### src/rtl/peribus_pkg.sv
// Shared Peribus definitions: master FSM states and the peripheral address map.
package peribus_pkg;

    typedef enum logic [1:0] {
        IDLE   = 2'd0,
        SETUP  = 2'd1,
        ACCESS = 2'd2,
        RESP   = 2'd3
    } peribus_state_t;

    localparam logic [7:0] GPIO_0_BASE  = 8'h00;
    localparam logic [7:0] GPIO_1_BASE  = 8'h04;
    localparam logic [7:0] TIMER_0_BASE = 8'h08;
    localparam logic [7:0] TIMER_1_BASE = 8'h0C;
    localparam logic [7:0] PERIPH_SPAN  = 8'h04;

    localparam int PERIBUS_MAPPED_LIMIT = 'h10;

endpackage

### src/rtl/peribus_master.sv
// Peribus initiator: turns CPU valid/ready load/store requests into timed
// SETUP/ACCESS bus cycles, rejects unmapped addresses and registers irq.
module peribus_master
    import peribus_pkg::*;
#(
    parameter int ADDR_WIDTH   = 8,
    parameter int DATA_WIDTH   = 16,
    parameter int WAIT_STATES  = 1,
    parameter int MAPPED_LIMIT = PERIBUS_MAPPED_LIMIT
) (
    input  logic                  clock,
    input  logic                  reset_n,
    input  logic                  req_valid,
    output logic                  req_ready,
    input  logic                  req_write,
    input  logic [ADDR_WIDTH-1:0] req_addr,
    input  logic [DATA_WIDTH-1:0] req_wdata,
    output logic                  rsp_valid,
    output logic [DATA_WIDTH-1:0] rsp_rdata,
    output logic                  rsp_error,
    output logic [ADDR_WIDTH-1:0] addr,
    output logic [DATA_WIDTH-1:0] write_data,
    output logic                  write_enable,
    output logic                  read_enable,
    input  logic [DATA_WIDTH-1:0] read_data,
    input  logic                  irq,
    output logic                  irq_out
);

    // One extra bit so a limit of 2**ADDR_WIDTH (everything mapped) still compares correctly.
    localparam logic [ADDR_WIDTH:0] LIMIT     = (ADDR_WIDTH+1)'(MAPPED_LIMIT);
    localparam logic [3:0]          WAIT_INIT = 4'(WAIT_STATES);

    peribus_state_t state, next_state;
    logic [3:0]     wait_count, next_count;
    logic           write_flag;
    logic           accept;
    logic           unmapped;

    assign req_ready = (state == IDLE);
    assign accept    = req_valid & req_ready;
    assign unmapped  = ({1'b0, req_addr} >= LIMIT);

    always_comb begin
        next_state = state;
        next_count = wait_count;
        case (state)
            IDLE: begin
                if (accept) begin
                    next_state = unmapped ? RESP : SETUP;
                    next_count = WAIT_INIT;
                end
            end
            SETUP:  next_state = ACCESS;
            ACCESS: begin
                if (wait_count == 4'd0) next_state = RESP;
                else                    next_count = wait_count - 4'd1;
            end
            RESP:    next_state = IDLE;
            default: next_state = IDLE;
        endcase
    end

    // Strobes are registered from the next state so they line up exactly with ACCESS cycles.
    always_ff @(posedge clock or negedge reset_n) begin
        if (!reset_n) begin
            state        <= IDLE;
            wait_count   <= 4'd0;
            write_flag   <= 1'b0;
            rsp_valid    <= 1'b0;
            rsp_rdata    <= '0;
            rsp_error    <= 1'b0;
            addr         <= '0;
            write_data   <= '0;
            write_enable <= 1'b0;
            read_enable  <= 1'b0;
            irq_out      <= 1'b0;
        end else begin
            state        <= next_state;
            wait_count   <= next_count;
            irq_out      <= irq;
            rsp_valid    <= (state == RESP);
            read_enable  <= (next_state == ACCESS) && !write_flag;
            write_enable <= (next_state == ACCESS) && write_flag && (next_count == 4'd0);
            if (accept) begin
                write_flag <= req_write;
                addr       <= req_addr;
                write_data <= req_wdata;
                rsp_error  <= unmapped;
                rsp_rdata  <= '0;
            end else if (state == ACCESS && wait_count == 4'd0 && !write_flag) begin
                rsp_rdata  <= read_data;
            end
        end
    end

endmodule

### config.mk
export PLATFORM = sky130hd
export DESIGN_NAME = peribus_master
export DESIGN_NICKNAME = d
export VERILOG_FILES = /design/src/rtl/peribus_pkg.sv /design/src/rtl/peribus_master.sv
export SDC_FILE = /design/constraint.sdc
export NUM_CORES = 1
export LEC_CHECK = 0
export CAP_MARGIN = 20
export CORE_MARGIN = 5
export CORE_UTILIZATION = 42
export CTS_CLUSTER_DIAMETER = 30
export DETAILED_ROUTE_END_ITERATION = 8
export PLACE_DENSITY = 0.76
export SLEW_MARGIN = 20
export SYNTH_ARGS = -nofsm -noshare
export SYNTH_HDL_FRONTEND = slang
export SYNTH_SLANG_ARGS = --single-unit
### constraint.sdc
create_clock -name clock -period 2.35 [get_ports clock]
set_input_delay 0.705 -clock clock [delete_from_list [all_inputs] [get_ports clock]]
set_output_delay 0.705 -clock clock [all_outputs]
set_load 0.03 [all_outputs]
==> flow_summary.ini <==
[pwr]
leakage_nw = 1.51
ir_worst_vdd_v = 0.000692
power_mw = 4.56
power_density_nw_per_um2 = 1410

[die]
ioPinCount = 91
fp.dieH_um = 81.4
start_util_pct = 42.7
fp-row-count = 26
coreArea_um2 = 5010
die_area_um2 = 6620
die_w_um = 81.4

[synthesis]
ys_warn_count = 0
synth_edf_count = 0
synth_cell_types = 26
ys_ff_latch = 52
ys_seq_area_share_pct = 60.9
syn_nets = 281
synth_async_sr_flop_share_pct = 100
yosys.area.top_type = dfrtp_1
syn_inst = 232
syn_avg_cell_area_um2 = 9.22
synth_ff_type = dfrtp_1
synthTopCellsByArea = dfrtp_1, nand2_1, a21oi_1, ha_1, mux2i_1
netlist_area_um2 = 2140
synthTopCellsByCount = nand2_1, dfrtp_1, a21oi_1, clkbuf_1
yosys.area.top_type_share_pct = 60.9
synth_most_common_cell = nand2_1

[sta]
tns_ns = 0
max_freq_mhz = 476
min_period_ns = 2.10
slew_headroom_pct = 57.8
slew_viol_final = 0
clock_skew_ns = 0.0134
setup_viol = 0
fin_crit_sh_pct = 89.4
timing.final.ws_setup_ns = 0.248
rsz0062_at_grt = no
worstMarginPinSlew_ns = 0.633
hold_viol = 0

[critical_path]
critPathRequiredTime_ns = 1.64
cp_slowest_cell = dfrtp_1
start_kind = register
worstSetupPathType = register to output port
max_stage_delay_ns = 0.42
cp-end-kind = output port
crit_family = buffers and inverters
cp_num_buf_inv = 2
critPathMaxFanout = 4
crit_arrival_ns = 1.40
worstPathCellList = inv_1 > ha_1 > dlygate4sd2_1

[routing]
postRouteAntennaNets = 0
avgViaCountPerCell = 4.60
drc = 0
routed_wl_mm = 5.19
drtIter0Drc = 152
wl_per_cell_um = 13.1
drtPass1Iterations = 4
via_count = 1817

[grt]
grt_overflow = 0
track_usage_pct = 17.0
grt_max_degree = 53
grt_antenna_before_repair = 0
grt_first_pass_wirelength_mm = 8.55
grt_pass1_vias = 1818

[layout]
nets = 373
design_area_um2 = 3230
diodes = 0
layout-drive-gt1-share_pct = 5.54
area_growth_pct = 50.8

[placed_design]
hpwl_mm = 3.81
numPortBuffers = 90
postPlaceCellArea_um2 = 3130
gp_congestion = 0.782
pre_cts_ws_ns = 0.196

[cts]
post_cts_buffers = 0
cts.path.max_buffers = 2
htree_levels = 2
cts_tree = built
clock-root-buffer = clkbuf_8
post_cts_resized = 1
cts_made_buffers = 5
insertion_delay_ns = 0.31
cts.hold.buffers_added = 0
clk_pin_slew_ns = 0.10
clock_sinks = 52

[status]
status = finished, final reports clean

[worst_hold_path]
hold_class = primary input to asynchronous set/reset pin

[flow_run]
drv_cap = 0
-- cells in the final DEF (no fill, tap or decap), types with 3 or more instances in the layout --
cell type,n
ha_1,4
clkbuf_8,5
buf_4,5
inv_1,6
dfrtp_1,52
mux2i_1,3
nand2_1,112
nor2_1,3
o21ai_1,6
clkdlybuf4s50_1,88
a21oi_1,17
-- layout make-up --
type	instances	area, um2
Sequential cell	52	1300
Fill cell	425	1780
Inverter	6	22.5
Multi-Input combinational cell	163	768
Clock buffer	5	68.8
Tap cell	70	87.6
Clock inverter	3	25.0
Timing Repair Buffer	96	952
-- sequential cells by signal (all words and copies together) (netlist names) --
name and count:
state 2, wait_count 4, write_flag 1, write_data 16, rsp_error 1, read_enable 1
addr 8, rsp_rdata 16, write_enable 1, rsp_valid 1, irq_out 1
-- stage by stage --
| stage | std cells | utilization [%] | hold WS [ns] |
|---|---|---|---|
| finish | 395 | 64.4 | 0.373 |
| global route | 395 | 64.4 | 0.393 |
| CTS | 395 | 64.4 | 0.376 |
| detailed placement | 387 | 62.5 | 0.462 |
| global placement | 387 | 62.5 | 0.458 |
| floorplan | 232 | - | 0.409 |
-- final timing paths --
kind	from	endpoint	slack, ns	depth (start not counted)
hold reg to reg	write_data[15]$_DFFE_PN0P_	write_data[15]$_DFFE_PN0P_	0.48	2
setup / recovery	state[0]$_DFF_PN0_	req_ready	0.25	3
hold / removal	reset_n	wait_count[0]$_DFF_PN0_	0.37	2
min in group clock	write_data[15]$_DFFE_PN0P_	write_data[15]$_DFFE_PN0P_	0.48	2
max in group asynchronous	reset_n	rsp_rdata[12]$_DFFE_PN0P_	1.74	2
setup reg to reg	state[0]$_DFF_PN0_	rsp_rdata[13]$_DFFE_PN0P_	0.43	6
-- cell families (layout without fill, tap and decap cells) --
family	after synthesis	in the layout	synth area share [%]
AOI/OAI and AO/OA	29	29	7.61
adders and majority gates	4	4	2.34
buffers and inverters	17	110	3.22
DFF	52	52	60.9
and+or+nand+nor	127	127	24.6
muxes	3	3	1.40
-- where the power goes --
| group | switching [mW] | leakage [nW] | internal (mW) |
|---|---|---|---|
| clock network | 0.305 | 0.0452 | 0.217 |
| logic | 1.48 | 0.802 | 1.02 |
| registers | 0.232 | 0.667 | 1.30 |
| total | 2.02 | 1.51 | 2.54 |
-- metal layers --
layer	wire [um]	global-route usage, %	vias up
met5	0	0	-
met4	63	6.59	0
met3	473	4.99	7
met2	2460	27.2	61
met1	2200	21.6	832
li1	-	-	917
-- worst register-to-register path, cell delays in order (launching register included) --
cell	delay [ns]
dfrtp_1	0.42
inv_1	0.10
ha_1	0.28
nand4bb_1	0.23
nor2_2	0.55
nand2_1	0.14
a21oi_1	0.15
No activity file was read; power rests on OpenSTA's default activity.
